==> src/rtl/load_counter_pkg.sv <==
// Shared constants for the load counter and its button debouncers.
//   LOAD_W               width of the occupancy count driven to the decoder
//   DEF_DEBOUNCE_CYCLES  default number of stable synchronised samples
//   DEF_MAX_LOAD         default saturation ceiling of the count
//   db_cnt_w()           debounce counter width for a given cycle count
package load_counter_pkg;

    localparam int LOAD_W              = 3;
    localparam int DEF_DEBOUNCE_CYCLES = 4;
    localparam int DEF_MAX_LOAD        = 7;

    // The counter only needs to reach DEBOUNCE_CYCLES-1 before the level flips.
    function automatic int db_cnt_w(input int cycles);
        return $clog2(cycles);
    endfunction

endpackage

==> src/rtl/load_counter_btn_debounce.sv <==
// Raw push-button conditioner: two-flop synchroniser, debounce counter and
// rising-edge press pulse.
//   clk    system clock, rising edge
//   rst_n  asynchronous active-low reset
//   raw    raw button level, asynchronous to clk
//   pulse  one-cycle pulse per accepted 0->1 transition of the debounced level
module btn_debounce
    import load_counter_pkg::*;
#(
    parameter int DEBOUNCE_CYCLES = DEF_DEBOUNCE_CYCLES
) (
    input  logic clk,
    input  logic rst_n,
    input  logic raw,
    output logic pulse
);

    localparam int CNT_W = db_cnt_w(DEBOUNCE_CYCLES);
    localparam logic [CNT_W-1:0] CNT_LAST = CNT_W'(DEBOUNCE_CYCLES - 1);

    logic             sync1;
    logic             s;
    logic             db;
    logic             db_q;
    logic [CNT_W-1:0] cnt;

    always_ff @(posedge clk or negedge rst_n) begin
        if (!rst_n) begin
            sync1 <= 1'b0;
            s     <= 1'b0;
            db    <= 1'b0;
            db_q  <= 1'b0;
            cnt   <= '0;
        end else begin
            sync1 <= raw;
            s     <= sync1;
            db_q  <= db;
            // Any sample agreeing with the accepted level restarts the run.
            if (s == db) begin
                cnt <= '0;
            end else if (cnt == CNT_LAST) begin
                db  <= ~db;
                cnt <= '0;
            end else begin
                cnt <= cnt + 1'b1;
            end
        end
    end

    assign pulse = db & ~db_q;

endmodule

==> src/rtl/load_counter.sv <==
// Saturating occupancy counter driven by debounced increment/decrement
// buttons; feeds the 3-bit load code to the 7-segment load decoder.
//   clk      system clock, rising edge
//   rst_n    asynchronous active-low reset
//   inc_btn  raw increment button (asynchronous, active high)
//   dec_btn  raw decrement button (asynchronous, active high)
//   clr      synchronous clear of the count
//   L2..L0   count bits, MSB..LSB, straight from the count register
//   full     count == MAX_LOAD
//   empty    count == 0
//   ovf_err  one-cycle pulse: increment rejected at full
//   udf_err  one-cycle pulse: decrement rejected at empty
module load_counter
    import load_counter_pkg::*;
#(
    parameter int DEBOUNCE_CYCLES = DEF_DEBOUNCE_CYCLES,
    parameter int MAX_LOAD        = DEF_MAX_LOAD
) (
    input  logic clk,
    input  logic rst_n,
    input  logic inc_btn,
    input  logic dec_btn,
    input  logic clr,
    output logic L2,
    output logic L1,
    output logic L0,
    output logic full,
    output logic empty,
    output logic ovf_err,
    output logic udf_err
);

    localparam logic [LOAD_W-1:0] MAX_CNT = LOAD_W'(MAX_LOAD);

    logic              inc_p;
    logic              dec_p;
    logic [LOAD_W-1:0] count;

    btn_debounce #(.DEBOUNCE_CYCLES(DEBOUNCE_CYCLES)) u_inc_db (
        .clk   (clk),
        .rst_n (rst_n),
        .raw   (inc_btn),
        .pulse (inc_p)
    );

    btn_debounce #(.DEBOUNCE_CYCLES(DEBOUNCE_CYCLES)) u_dec_db (
        .clk   (clk),
        .rst_n (rst_n),
        .raw   (dec_btn),
        .pulse (dec_p)
    );

    // Priority: clr, then coincident presses cancel, then inc, then dec.
    always_ff @(posedge clk or negedge rst_n) begin
        if (!rst_n) begin
            count   <= '0;
            ovf_err <= 1'b0;
            udf_err <= 1'b0;
        end else begin
            ovf_err <= 1'b0;
            udf_err <= 1'b0;
            if (clr) begin
                count <= '0;
            end else if (inc_p && !dec_p) begin
                if (count < MAX_CNT) begin
                    count <= count + 1'b1;
                end else begin
                    ovf_err <= 1'b1;
                end
            end else if (dec_p && !inc_p) begin
                if (count != '0) begin
                    count <= count - 1'b1;
                end else begin
                    udf_err <= 1'b1;
                end
            end
        end
    end

    assign L2    = count[2];
    assign L1    = count[1];
    assign L0    = count[0];
    assign full  = (count == MAX_CNT);
    assign empty = (count == '0);

endmodule

==> config.mk <==
export PLATFORM = sky130hd
export DESIGN_NAME = load_counter
export DESIGN_NICKNAME = d
export VERILOG_FILES = /design/src/rtl/load_counter_pkg.sv /design/src/rtl/load_counter_btn_debounce.sv /design/src/rtl/load_counter.sv
export SDC_FILE = /design/constraint.sdc
export NUM_CORES = 1
export LEC_CHECK = 0
export CAP_MARGIN = 20
export CORE_MARGIN = 2
export CORE_UTILIZATION = 35
export DETAILED_ROUTE_END_ITERATION = 10
export PLACE_DENSITY = 0.56
export SLEW_MARGIN = 0
export SYNTH_ARGS = -nofsm -noshare
export SYNTH_HDL_FRONTEND = slang
export SYNTH_SLANG_ARGS = --single-unit
==> constraint.sdc <==
create_clock -name clk -period 2.7 [get_ports clk]
set_clock_uncertainty 0.15 [all_clocks]
set_input_delay 0.675 -clock clk [delete_from_list [all_inputs] [get_ports clk]]
set_output_delay 0.675 -clock clk [all_outputs]
set_load 0.05 [all_outputs]
---- Yosys cells after proc, flatten, opt, wreduce, memory -nomap -nowiden ----
Index checks and enable logic that the tools add are counted.
word-level totals
  bits in registers ....................... 17
  input bits .............................. 5
  logic and storage cells ................. 59
  output and inout bits ................... 7
operators by class
  eq/ne operators ......................... 6
  muxes and demuxes ....................... 16
  reductions and logical operators ........ 11
  bitwise logic cells ..................... 8
  add/sub/neg operators ................... 4
  magnitude comparators ................... 1
operators with widths
  cell                                                   number
  two-way mux 3 bit                                      5
  nonzero test 3 bit                                     3
  two-way mux 2 bit                                      4
  two-way mux 1 bit                                      7
  inverter 1 bit                                         6
  adder 2 x 1 -> 2 bit, second input constant            2
  equality test 2 bit, second input constant             2
  AND reduction 2 bit                                    2
  adder 3 x 1 -> 3 bit, second input constant            1
  equality test 3 bit, second input constant             1
  logical NOT 3 bit                                      1
  less-than comparator 3 bit, second input constant      1
  inequality test 3 x 2 -> 1 bit, second input constant  1
  AND reduction 3 bit                                    1
  subtractor 3 x 1 -> 3 bit, second input constant       1
  bitwise AND 1 bit                                      2
  equality test 1 bit                                    2
  logical AND 1 bit                                      2
  logical NOT 1 bit                                      2

---- Depth between registers and ports, before layout ----
  depth after elaboration ................. 7
  mapped depth ............................ 8
  depth with buffers taken out ............ 8

---- By module ----
A second synthesis with hierarchy kept.
second synthesis, totals
  cell total of the unflattened synthesis .. 61
  area total of the unflattened synthesis .. 739.5 um^2
modules (own cells, without submodules)
  module        times used  seq. area each (um^2)  cells each  area each (um^2)
  btn_debounce  2           150.1                  12          205.2
  load_counter  1           125.1                  37          329.1

---- Worst setup path before layout ----
OpenSTA, ideal clock, no wires.
  path kind ............................... register to output
  start ................................... register count[1]
  end ..................................... output empty
  setup slack ............................. 0.586 ns
  required time ........................... 1.875 ns
  stages on the path, launching flop included .. 3
  path buffers ............................ 0
  arrival ................................. 1.289 ns
  cell sequence ........................... dfrtp_1 -> or3_4 -> inv_2
on the way
  longest elaborated chain between the ends .. 1
RTL lines
  what                    RTL line            text
  from (decl)             load_counter.sv:37  logic [LOAD_W-1:0] count;
  from (signal assigned)  load_counter.sv:66  count <= count + 1'b1;
  from (signal assigned)  load_counter.sv:72  count <= count - 1'b1;
  logical NOT 3 bit       load_counter.sv:84  assign empty = (count == '0);
  to (decl)               load_counter.sv:28  output logic empty,
No other way between the ends.

---- Worst setup path after layout ----
  start ................................... register count[1]
  end ..................................... output full
on the way
  longest elaborated chain between the ends .. 1
RTL lines
  what                 RTL line            text
  equality test 3 bit  load_counter.sv:83  assign full = (count == MAX_CNT);
  to (decl)            load_counter.sv:27  output logic full,
No other way between the ends.

==> qor.txt <==
WP data arrival: 1.80 ns
CTS tree: built
P&R area growth vs syn: 24.2%
Clk buf depth: 2
CP max stage delay: 0.80 ns
Clk_lat worst skew: 0.30 ns
Hold Path Class: register to register
Most common cell in the netlist: dfrtp_1
Avg Cell Area, Syn: 13.0 µm²
CP required: 1.88 ns
Setup TNS: 0 ns
Outcome: complete, no violations
Worst setup SP type: register
Slew Viols, Final: 0
DR WL/cell: 11.0 µm
Clock slew at reported path FFs: 0.11 ns
Resized cells post-CTS: 0
CP Class: register to output port
CP Buf/Inv Count: 2
Max reg flops: 3
Final setup vio count: 0
Most flop-heavy register: count
CP endpoint kind: output port
Yosys synthesis warning count: 0
CP max FO: 6
Top post-synthesis cells by count: dfrtp_1, nor3_1
Vias per cell: 4.61
Largest net degree at the start of global routing: 18
Core Area: 1980 µm²
Prevailing post-synth register cell: dfrtp_1
Hold Buf Count CTS: 0
Top cells by area, synth: dfrtp_1, ha_1, nor3_1
Final core occ: 46.3%
Initial Utilization: 37.2%
Num CTS Buffers: 3
Fillcell total: 181
Critical path cell sequence: nand3_1 > inv_1 > clkdlybuf4s50_1
# rows: 16
Fraction of registers with async set or reset after synthesis: 100%
Post-CTS setup buffer count: 0
Fin Hold WS: 0.208 ns
GRT Util Overall: 11.0%
Count of cell types in the netlist: 24
CP Depth: 3
Final min period: 2.62 ns
Power Density: 1060 nW/µm²
Vias in the first global route: 441
Antenna Nets Post-Route: 0
Final net count: 82
Max Freq: 381 MHz
Synth top area share: 57.6%
Slew HR: 67.2%
I/O pin total: 12
Sequential area share after synthesis: 57.6%
Yosys reg bits: 17
Part of the cycle the worst path needs: 97.2%
Die W: 49.9 µm
Cell depth of the worst min-delay path: 0
Peak VDD IR: 421 µV
DR DRC count: 0
Post-synth EDFFs: 0
Final Hold Vio Count: 0
Gpl congestion: 0.768
Share of cells above drive strength 1: 23.3%
Antenna Cells: 0
Family with the most delay on the worst path: buffers and inverters
First-pass GRT wire length: 1980 µm
Buffers added on ports: 11
Leak: 0.389 nW
Synth Net Count: 65
Clock root buffer: clkbuf_4
Slew @ Worst Pin: 0.491 ns
Post-Place Cells: 96
Slowest CP cell: clkdlybuf4s50_1
Detailed-route via count: 461
Max Cap Viol: 0
Largest area contributor in the netlist: dfrtp_1
H-Tree Depth: 1
Biggest registers after layout: count: 3 flops, u_dec_db.cnt: 2 flops, u_inc_db.cnt: 2 flops
Sink Count: 17
Mapped cell area: 738 µm²
Drt total wl: 1100 µm
Final HPWL DP: 816 µm
R2R depth: 8
RSZ-0062 raised after global routing: false
Cells after synthesis: 57
DRC marker count from the first detailed-route iteration: 5
Non-Filler Instances: 100
Die ar.: 2490 µm²
Initial antenna violation count: 0
GR Overflow Total: 0
Die Height: 49.9 µm
Pre-antenna DRT Iters: 3
==> through the flow <==
| step | power (mW) | cell area, µm² | setup WS [ns] |
|---|---|---|---|
| 6_report | 0.973 | 917 | 0.0751 |
| 4_1_cts | 0.984 | 917 | 0.0567 |
| 3_5_place_dp | 0.839 | 887 | 0.398 |
| 3_3_place_gp | 0.834 | 887 | 0.425 |
| 5_1_grt | 1.05 | 917 | 0.00310 |
| 2_1_floorplan | 0.732 | 738 | 0.586 |
==> path summary, 6_finish.rpt <==
path | from | endpoint | slack (ns)
max in group asynchronous | rst_n | count[2] | 1.68
hold reg to reg | u_inc_db.sync1 | u_inc_db.s | 0.21
min in group asynchronous | rst_n | u_dec_db.db | 0.53
hold / removal | u_inc_db.sync1 | u_inc_db.s | 0.21
setup / recovery | count[1] | full | 0.08
setup reg to reg | u_dec_db.db | count[2] | 0.60
==> worst register-to-register path: stages, from the launching register on <==
cell,delay (ns)
dfrtp_1,0.44
and2b_2,0.28
nor2_1,0.13
xnor2_1,0.08
ha_1,0.21
nor2_1,0.17
o21ai_4,0.08
a22oi_2,0.15
mux2_4,0.31
==> area by class of cell <==
class	count	area, µm²	area share [%]
Timing Repair Buffer	12	115	12.6
Tap cell	27	33.8	3.68
Clock buffer	3	22.5	2.46
Multi-Input combinational cell	38	305	33.3
Sequential cell	17	425	46.4
Inverter	2	7.51	0.819
Clock inverter	1	7.51	0.819
==> per-layer routing <==
metal | vias up | track usage, % | routed length, µm
li1 | 235 | - | -
met1 | 209 | 15.0 | 566
met2 | 12 | 14.2 | 452
met5 | - | 0 | 0
met3 | 5 | 1.82 | 36
met4 | 0 | 11.1 | 48
==> cell usage in the layout (no fill, tap or decap), types with 2 or more instances in the layout <==
cell type	instances
clkdlybuf4s50_1	10
nor2b_1	3
nor2_1	3
xnor2_1	3
mux2_2	2
nand3_1	3
clkbuf_4	3
buf_4	2
nor4_1	2
nor3_1	6
dfrtp_1	17
ha_1	3
==> cell families (layout without fill, tap and decap cells) <==
group / count (synthesis) / in the layout / share of synthesized area, %
flip-flops: 17 / 17 / 57.6
AO/OA/AOI/OAI: 5 / 5 / 6.27
AND/OR/NAND/NOR: 24 / 24 / 21.4
XOR/XNOR: 3 / 3 / 3.56
adder cells (fa/ha/maj): 3 / 3 / 5.09
multiplexers: 3 / 3 / 5.08
buffers and inverters: 2 / 18 / 1.02
==> report_power, final <==
part	switching, mW	leakage [nW]	internal (mW)
Sequential	0.0551	0.214	0.327
Clock	0.0863	0.0139	0.0565
Combinational	0.253	0.161	0.195
Total	0.395	0.389	0.578
Power figures use the tool's default switching activity.
